[src/rtl/fifo_pkg.sv]
// Shared definitions for the asynchronous FIFO controllers: pointer widths,
// producer identifiers and the Gray-code helpers used by both clock domains.
package fifo_pkg;

    // Default geometry of the FIFO. The controllers take these as parameter defaults.
    localparam int ADDR_WIDTH_DEF = 4;
    localparam int DATA_WIDTH_DEF = 8;
    localparam int PTR_WIDTH      = ADDR_WIDTH_DEF + 1;

    // Helpers work on a wide container so any pointer width up to 32 bits fits.
    localparam int PTR_MAX = 32;
    typedef logic [PTR_MAX-1:0] ptr_max_t;

    // Identity of a write producer.
    typedef enum logic [0:0] {
        PROD0 = 1'b0,
        PROD1 = 1'b1
    } prod_id_e;

    // Binary to reflected Gray code. Zero-extended inputs give zero-extended results.
    function automatic ptr_max_t bin2gray(input ptr_max_t bin);
        return bin ^ (bin >> 1);
    endfunction

    // Compare two Gray pointers of width pw. With invert_msbs set, the two top
    // bits of b are flipped first: that is the "one full lap apart" test used
    // for the full flag. With invert_msbs clear it is a plain equality, which
    // is the empty test on the read side.
    function automatic logic gray_ptr_match(input ptr_max_t a,
                                            input ptr_max_t b,
                                            input int       pw,
                                            input logic     invert_msbs);
        ptr_max_t mask;
        if (invert_msbs) begin
            mask = ptr_max_t'(2'b11) << (pw - 2);
        end else begin
            mask = '0;
        end
        return (a == (b ^ mask));
    endfunction

endpackage

[src/rtl/wr_gray_ptr.sv]
// Binary/Gray pointer pair for one side of the asynchronous FIFO. The pointer
// advances by one when i_inc is set; o_bin_next/o_gray_next expose the value
// it will hold after the coming edge so flag logic can be registered in step.
module wr_gray_ptr
    import fifo_pkg::*;
#(
    parameter int PTR_W = fifo_pkg::PTR_WIDTH
) (
    input  logic             i_clk,
    input  logic             i_clr,
    input  logic             i_inc,
    output logic [PTR_W-1:0] o_bin,
    output logic [PTR_W-1:0] o_bin_next,
    output logic [PTR_W-1:0] o_gray,
    output logic [PTR_W-1:0] o_gray_next
);

    logic [PTR_W-1:0] r_bin;
    logic [PTR_W-1:0] r_gray;
    logic [PTR_W-1:0] w_bin_next;
    logic [PTR_W-1:0] w_gray_next;

    // Next pointer value: natural wrap modulo 2**PTR_W, Gray form derived from it.
    always_comb begin
        w_bin_next  = r_bin + {{(PTR_W-1){1'b0}}, i_inc};
        w_gray_next = PTR_W'(bin2gray(ptr_max_t'(w_bin_next)));
    end

    // Pointer registers; synchronous clear returns both forms to zero.
    always_ff @(posedge i_clk) begin
        if (i_clr) begin
            r_bin  <= {PTR_W{1'b0}};
            r_gray <= {PTR_W{1'b0}};
        end else begin
            r_bin  <= w_bin_next;
            r_gray <= w_gray_next;
        end
    end

    assign o_bin       = r_bin;
    assign o_bin_next  = w_bin_next;
    assign o_gray      = r_gray;
    assign o_gray_next = w_gray_next;

endmodule

[src/rtl/fifo_wr_arbiter.sv]
// Write-side controller of the asynchronous FIFO. Round-robin arbitrates two
// producers onto the RAM write port, owns the write pointer and produces a
// registered full flag against the already-synchronised read pointer.
module fifo_wr_arbiter
    import fifo_pkg::*;
#(
    parameter int ADDR_WIDTH = fifo_pkg::ADDR_WIDTH_DEF,
    parameter int DATA_WIDTH = fifo_pkg::DATA_WIDTH_DEF
) (
    input  logic                  clk,
    input  logic                  clr_in,
    input  logic                  req0_valid,
    input  logic [DATA_WIDTH-1:0] req0_data,
    output logic                  req0_ready,
    input  logic                  req1_valid,
    input  logic [DATA_WIDTH-1:0] req1_data,
    output logic                  req1_ready,
    input  logic [ADDR_WIDTH:0]   rptr_gray_sync,
    output logic [ADDR_WIDTH:0]   wptr_gray,
    output logic                  wen,
    output logic [ADDR_WIDTH-1:0] waddr,
    output logic [DATA_WIDTH-1:0] wdata,
    output logic                  full,
    output logic                  grant_id
);

    localparam int PTR_W = ADDR_WIDTH + 1;

    logic                  r_full;
    prod_id_e              r_last_grant;

    logic                  w_gnt_valid;
    prod_id_e              w_gnt_id;
    logic [DATA_WIDTH-1:0] w_wdata;
    logic [PTR_W-1:0]      w_wbin;
    logic [PTR_W-1:0]      w_wbin_next;
    logic [PTR_W-1:0]      w_wgray;
    logic [PTR_W-1:0]      w_wgray_next;
    logic                  w_full_next;

    // Round-robin grant: nothing while clearing or full; on a tie the
    // producer that did not win last time gets the port.
    always_comb begin
        w_gnt_valid = 1'b0;
        w_gnt_id    = PROD0;
        if (clr_in || r_full) begin
            w_gnt_valid = 1'b0;
            w_gnt_id    = PROD0;
        end else if (req0_valid && req1_valid) begin
            w_gnt_valid = 1'b1;
            w_gnt_id    = prod_id_e'(~r_last_grant);
        end else if (req0_valid) begin
            w_gnt_valid = 1'b1;
            w_gnt_id    = PROD0;
        end else if (req1_valid) begin
            w_gnt_valid = 1'b1;
            w_gnt_id    = PROD1;
        end else begin
            w_gnt_valid = 1'b0;
            w_gnt_id    = PROD0;
        end
    end

    // Write data mux follows the grant; idle cycles drive zeros onto the bus.
    always_comb begin
        w_wdata = {DATA_WIDTH{1'b0}};
        if (w_gnt_valid) begin
            case (w_gnt_id)
                PROD0:   w_wdata = req0_data;
                PROD1:   w_wdata = req1_data;
                default: w_wdata = {DATA_WIDTH{1'b0}};
            endcase
        end else begin
            w_wdata = {DATA_WIDTH{1'b0}};
        end
    end

    // Write pointer; it advances on every accepted word.
    wr_gray_ptr #(
        .PTR_W (PTR_W)
    ) u_wptr (
        .i_clk       (clk),
        .i_clr       (clr_in),
        .i_inc       (w_gnt_valid),
        .o_bin       (w_wbin),
        .o_bin_next  (w_wbin_next),
        .o_gray      (w_wgray),
        .o_gray_next (w_wgray_next)
    );

    // Full when the post-write pointer is exactly one lap ahead of the read
    // pointer. Using the current read pointer with the new write pointer can
    // only report full early, never late, so no word is ever overwritten.
    always_comb begin
        w_full_next = gray_ptr_match(ptr_max_t'(w_wgray_next),
                                     ptr_max_t'(rptr_gray_sync),
                                     PTR_W, 1'b1);
    end

    // Full flag and round-robin history registers.
    always_ff @(posedge clk) begin
        if (clr_in) begin
            r_full       <= 1'b0;
            r_last_grant <= PROD1;
        end else begin
            r_full <= w_full_next;
            if (w_gnt_valid) begin
                r_last_grant <= w_gnt_id;
            end else begin
                r_last_grant <= r_last_grant;
            end
        end
    end

    assign req0_ready = w_gnt_valid && (w_gnt_id == PROD0);
    assign req1_ready = w_gnt_valid && (w_gnt_id == PROD1);
    assign wen        = w_gnt_valid;
    // The pointer MSB only distinguishes laps; it never addresses the RAM.
    assign waddr      = w_wbin[ADDR_WIDTH-1:0];
    assign wdata      = w_wdata;
    assign grant_id   = w_gnt_id;
    assign wptr_gray  = w_wgray;
    assign full       = r_full;

endmodule

[config.mk]
export PLATFORM = sky130hd
export DESIGN_NAME = fifo_wr_arbiter
export DESIGN_NICKNAME = d
export VERILOG_FILES = /design/src/rtl/fifo_pkg.sv /design/src/rtl/wr_gray_ptr.sv /design/src/rtl/fifo_wr_arbiter.sv
export SDC_FILE = /design/constraint.sdc
export NUM_CORES = 1
export LEC_CHECK = 0
export ABC_AREA = 0
export BUFFER_PORTS_ARGS = -buffer_cell sky130_fd_sc_hd__buf_2
export CORE_MARGIN = 4
export CORE_UTILIZATION = 37
export CTS_CLUSTER_DIAMETER = 80
export CTS_CLUSTER_SIZE = 30
export DETAILED_ROUTE_END_ITERATION = 10
export PLACE_DENSITY = 0.72
export SLEW_MARGIN = 20
export SYNTH_ARGS = -nofsm -noshare
export SYNTH_HDL_FRONTEND = slang
export SYNTH_SLANG_ARGS = --single-unit
[constraint.sdc]
create_clock -name clk -period 6.8 [get_ports clk]
set_clock_uncertainty 0.2 [all_clocks]
set_input_delay 1.7 -clock clk [delete_from_list [all_inputs] [get_ports clk]]
set_output_delay 1.7 -clock clk [all_outputs]
set_load 0.02 [all_outputs]
### Word level (Yosys, flattened, before mapping)

Cells that the tools add are included.

* register bits after elaboration: 12
* latch bits: 0
* memory bits (writable): 0
* memory bits (read-only): 0
* output and inout bits: 22
* memories kept: 0

* add/subtract/negate cells: 1
* multiply operators: 0
* div/mod/pow operators: 0
* magnitude comparators: 0
* equality and inequality tests: 1
* shift-type cells: 0
* multiplexer cells: 9
* bitwise logic cells: 4
* reductions and logical operators: 4

Operators with widths (count)
* $pmux W8 S2: 1
* $mux W8: 1
* $mux W1: 7
* $add A5 B1 Y5: 1
* $eq A5 B5 Y1: 1
* $xor A5 B4 Y5: 1
* $logic_and A1 B1 Y1: 3
* $not A1 Y1: 2
* $not A2 Y2: 1
* $logic_or A1 B1 Y1: 1

### Logic depth before layout (Yosys ltp)

* depth in word-level cells: 7
* mapped depth: 9

### Modules after synthesis

A second synthesis with hierarchy kept.

* cells, all modules: 71
* area, all modules: 673.1 µm²

By module, submodules not included
* wr_gray_ptr: instances 1, cells an instance 41, area an instance 411.6 µm², sequential area each 180.2 µm²
* fifo_wr_arbiter: instances 1, cells an instance 30, area an instance 261.5 µm², sequential area each 40.0 µm²

### Least setup slack after synthesis

No wires, ideal clock.

* path type: input to output
* start point: in clr_in
* end point: out wdata[0]
* data arrival time: 2826 ps
* data required time: 4900 ps
* path slack: 2074 ps
* stages: 4
* cell sequence: nor2_1 o21ai_0 nor2_1 a22o_1

* longest elaborated chain between the ends: 5
* elaborated cells on any way between the ends: 6
* those cells by class: 4 x mux; 1 x bitwise; 1 x reduce/logical

RTL lines
* from (decl): RTL line fifo_wr_arbiter.sv:11 `input logic clr_in,`
* $logic_or A1 B1 Y1 *: RTL line fifo_wr_arbiter.sv:46 `if (clr_in || r_full) begin`
* $mux W1: RTL line fifo_wr_arbiter.sv:46
* $not A1 Y1: RTL line fifo_wr_arbiter.sv:68 `case (w_gnt_id)`
* $pmux W8 S2: RTL line fifo_wr_arbiter.sv:68
* $mux W8 *: RTL line fifo_wr_arbiter.sv:67 `if (w_gnt_valid) begin`
* to (decl): RTL line fifo_wr_arbiter.sv:22 `output logic [DATA_WIDTH-1:0] wdata,`

Mark *: on every way between the ends. The rest lies on a longest branch, timed or not.

### Worst setup path after layout

* start point: in clr_in
* end point: out wdata[6]

The elaborated chain is that of the path after synthesis.

==> out/results.txt <==
Die Wd = 47.95 µm
Row Count = 14
RSZ-0062 raised after global routing = false
Final setup viols = 0
Most frequent cells in the layout = 46 x buf_2, 11 x dfxtp_1, 10 x nor2_1, 8 x xnor2_1, 7 x a22o_1
Post-synth net total = 89
Synthesized area = 590.6 µm²
Register area = 220.2 µm²
Initial antenna violation count = 0
Maximum fanout along the worst path = 12
DR vias/cell = 4.833
Die area = 2299 µm²
Crit path DAT = 3000 ps
Io pins = 47
Register area share after synthesis = 37.29%
Setup crit end kind = output pin
Input/output buffers = 46
Area of the core = 1506 µm²
CP delay by family, top = simple AND/OR/NAND/NOR gates
Max-slew headroom = 67.81%
CTS tree = yes
Synthesis-stage register bit count = 11
Crit path buf inv count = 2
Hold Path Class = reg -> reg
Clock buffer count from CTS = 3
Area delta synth->final = 45.34%
Mapped Cells = 62
Critical path required time = 4900 ps
Tmin final = 4895 ps
Drt first pass iters = 4
Drt wl/cell = 11.62 µm
HPWL Detailed = 1233 µm
Avg Cell Area, Syn = 9.525 µm²
Fin nets = 138
Antenna diodes = 0
Max Slew Vio Count = 0
Commonest non-fill, non-tap cell in the layout = buf_2
Final core utilization = 56.98%
Gr ovfl total = 0
Final setup margin = 1905 ps
Gr usage total = 12.33%
Starting DRT DRC Count = 7
Via Count = 609
Starting Density = 39.20%
DRC viols = 0
First-pass GRT wire length = 1918 µm
Cell Chain, Critical Path = buf_2, nor2_1, o21ai_0, nor2_1, a22o_1, buf_2
Synth unique cells = 22
# H-tree levels = 1
# hold bufs at CTS = 0
PwrDens = 189.4 nW/µm²
Routability Congestion = 0.7612
Skew-Pair Late Insertion Delay = 270 ps
Area leader, netlist = dfxtp_1
Synth top area share = 37.29%
Leading post-synthesis cells by cell area = dfxtp_1 37%, xnor2_1 12%, a22o_1 10%, nor2_1 6.4%, ha_1 4.2%
Clock transition at path regs = 70 ps
Vias in the first global route = 465
Commonest register cell after synthesis = dfxtp_1
DP Worst Slack = 1890 ps
Pin count of the biggest net entering global routing = 13
Max_cap viols = 0
Setup repair bufs after CTS = 0
Cells resized by post-CTS repair = 0
Filler cells = 147
Post-synth ARST share = 0%
WS Path Type = in -> out
Tcrit/Tclk final = 71.99%
WL final = 1464 µm
Synth Warn # = 0
Worst-case clock buffer depth = 2
Crit start category = input pin
Least-Margin Pin Slew = 479.5 ps
Die Span Y = 47.95 µm
VDD IR max = 0.09858 mV
Slowest CP cell = nor2_1
Leakage power figure = 0.4619 nW
Worst path max stage delay = 430 ps
Layout cell share with drive strength beyond 1 = 46.36%
Status = complete, no violations
Clk root buf = clkbuf_4
Fmax = 204.3 MHz
Total negative slack = 0 ps
Area of the multi-input gates = 357.8 µm²
CTS sink count = 11
EDFF count, synth = 0
Final Hold Vio Count = 0
Detail Route Antenna Nets = 0
-- cell type report --
type	count	share of cell area, %
sequential	11	25.66
clock buffer	4	3.061
inverter	1	0.4373
multi-input combinational	48	41.69
timing repair buffer	46	26.82
tap	16	2.332
-- sequential cells by signal, summed over array words and instances (netlist names) --
register / flops
u_wptr.o_gray: 5
full: 1
r_last_grant: 1
u_wptr.o_bin: 4
-- synthesized netlist by cell type (all sizes together), types with 2 or more instances --
cell type	n
mux2i	2
and2	3
xnor2	8
nor2	10
a22o	7
ha	2
nand3	3
xor2	2
dfxtp	11
nor2b	2
-- path summary, 6_finish.rpt --
kind / from / end / slack (ps) / cells after the start
hold / removal: r_last_grant$_SDFFE_PP1P_ / r_last_grant$_SDFFE_PP1P_ / 270 / 1
setup reg to reg: full$_SDFF_PP0_ / full$_SDFF_PP0_ / 4410 / 9
hold reg to reg: r_last_grant$_SDFFE_PP1P_ / r_last_grant$_SDFFE_PP1P_ / 270 / 1
setup / recovery: clr_in / wdata[6] / 1900 / 6
-- where the power goes --
group	switching [mW]	internal, mW	total [mW]	leakage, nW
clock	0.0219	0.0227	0.0446	0.0150
combinational	0.0273	0.0216	0.0489	0.357
sequential	0.00126	0.0678	0.0691	0.0896
total	0.0504	0.112	0.163	0.462
-- per-stage QoR --
stage | cell area, µm² | std cells | hold WS, ps | power, mW
2_1_floorplan | 590.6 | 62 | 230.9 | 0.1024
3_3_place_gp | 832.0 | 122 | 240.4 | 0.1192
3_5_place_dp | 832.0 | 122 | 247.8 | 0.1199
4_1_cts | 858.3 | 126 | 267.5 | 0.1653
5_1_grt | 858.3 | 126 | 305.7 | 0.1726
6_report | 858.3 | 126 | 266.0 | 0.1626
-- routing by layer --
layer	GRT usage (%)	up-vias	part of all wire, %	wire length [µm]
met3	3.383	4	5.9	87
met1	15.08	274	39	567
met4	9.677	0	2.4	35
met2	17.94	20	53	773
li1	-	311	-	-
met5	0	-	0	0
-- cells by family after synthesis --
logic type	synth area share, %
xor+xnor	18.64
flops	37.29
simple gates	16.95
mux	3.390
fa+ha+maj	4.237
buf+inv	2.117
compound gates	17.37
(Power assumes the default switching activity.)
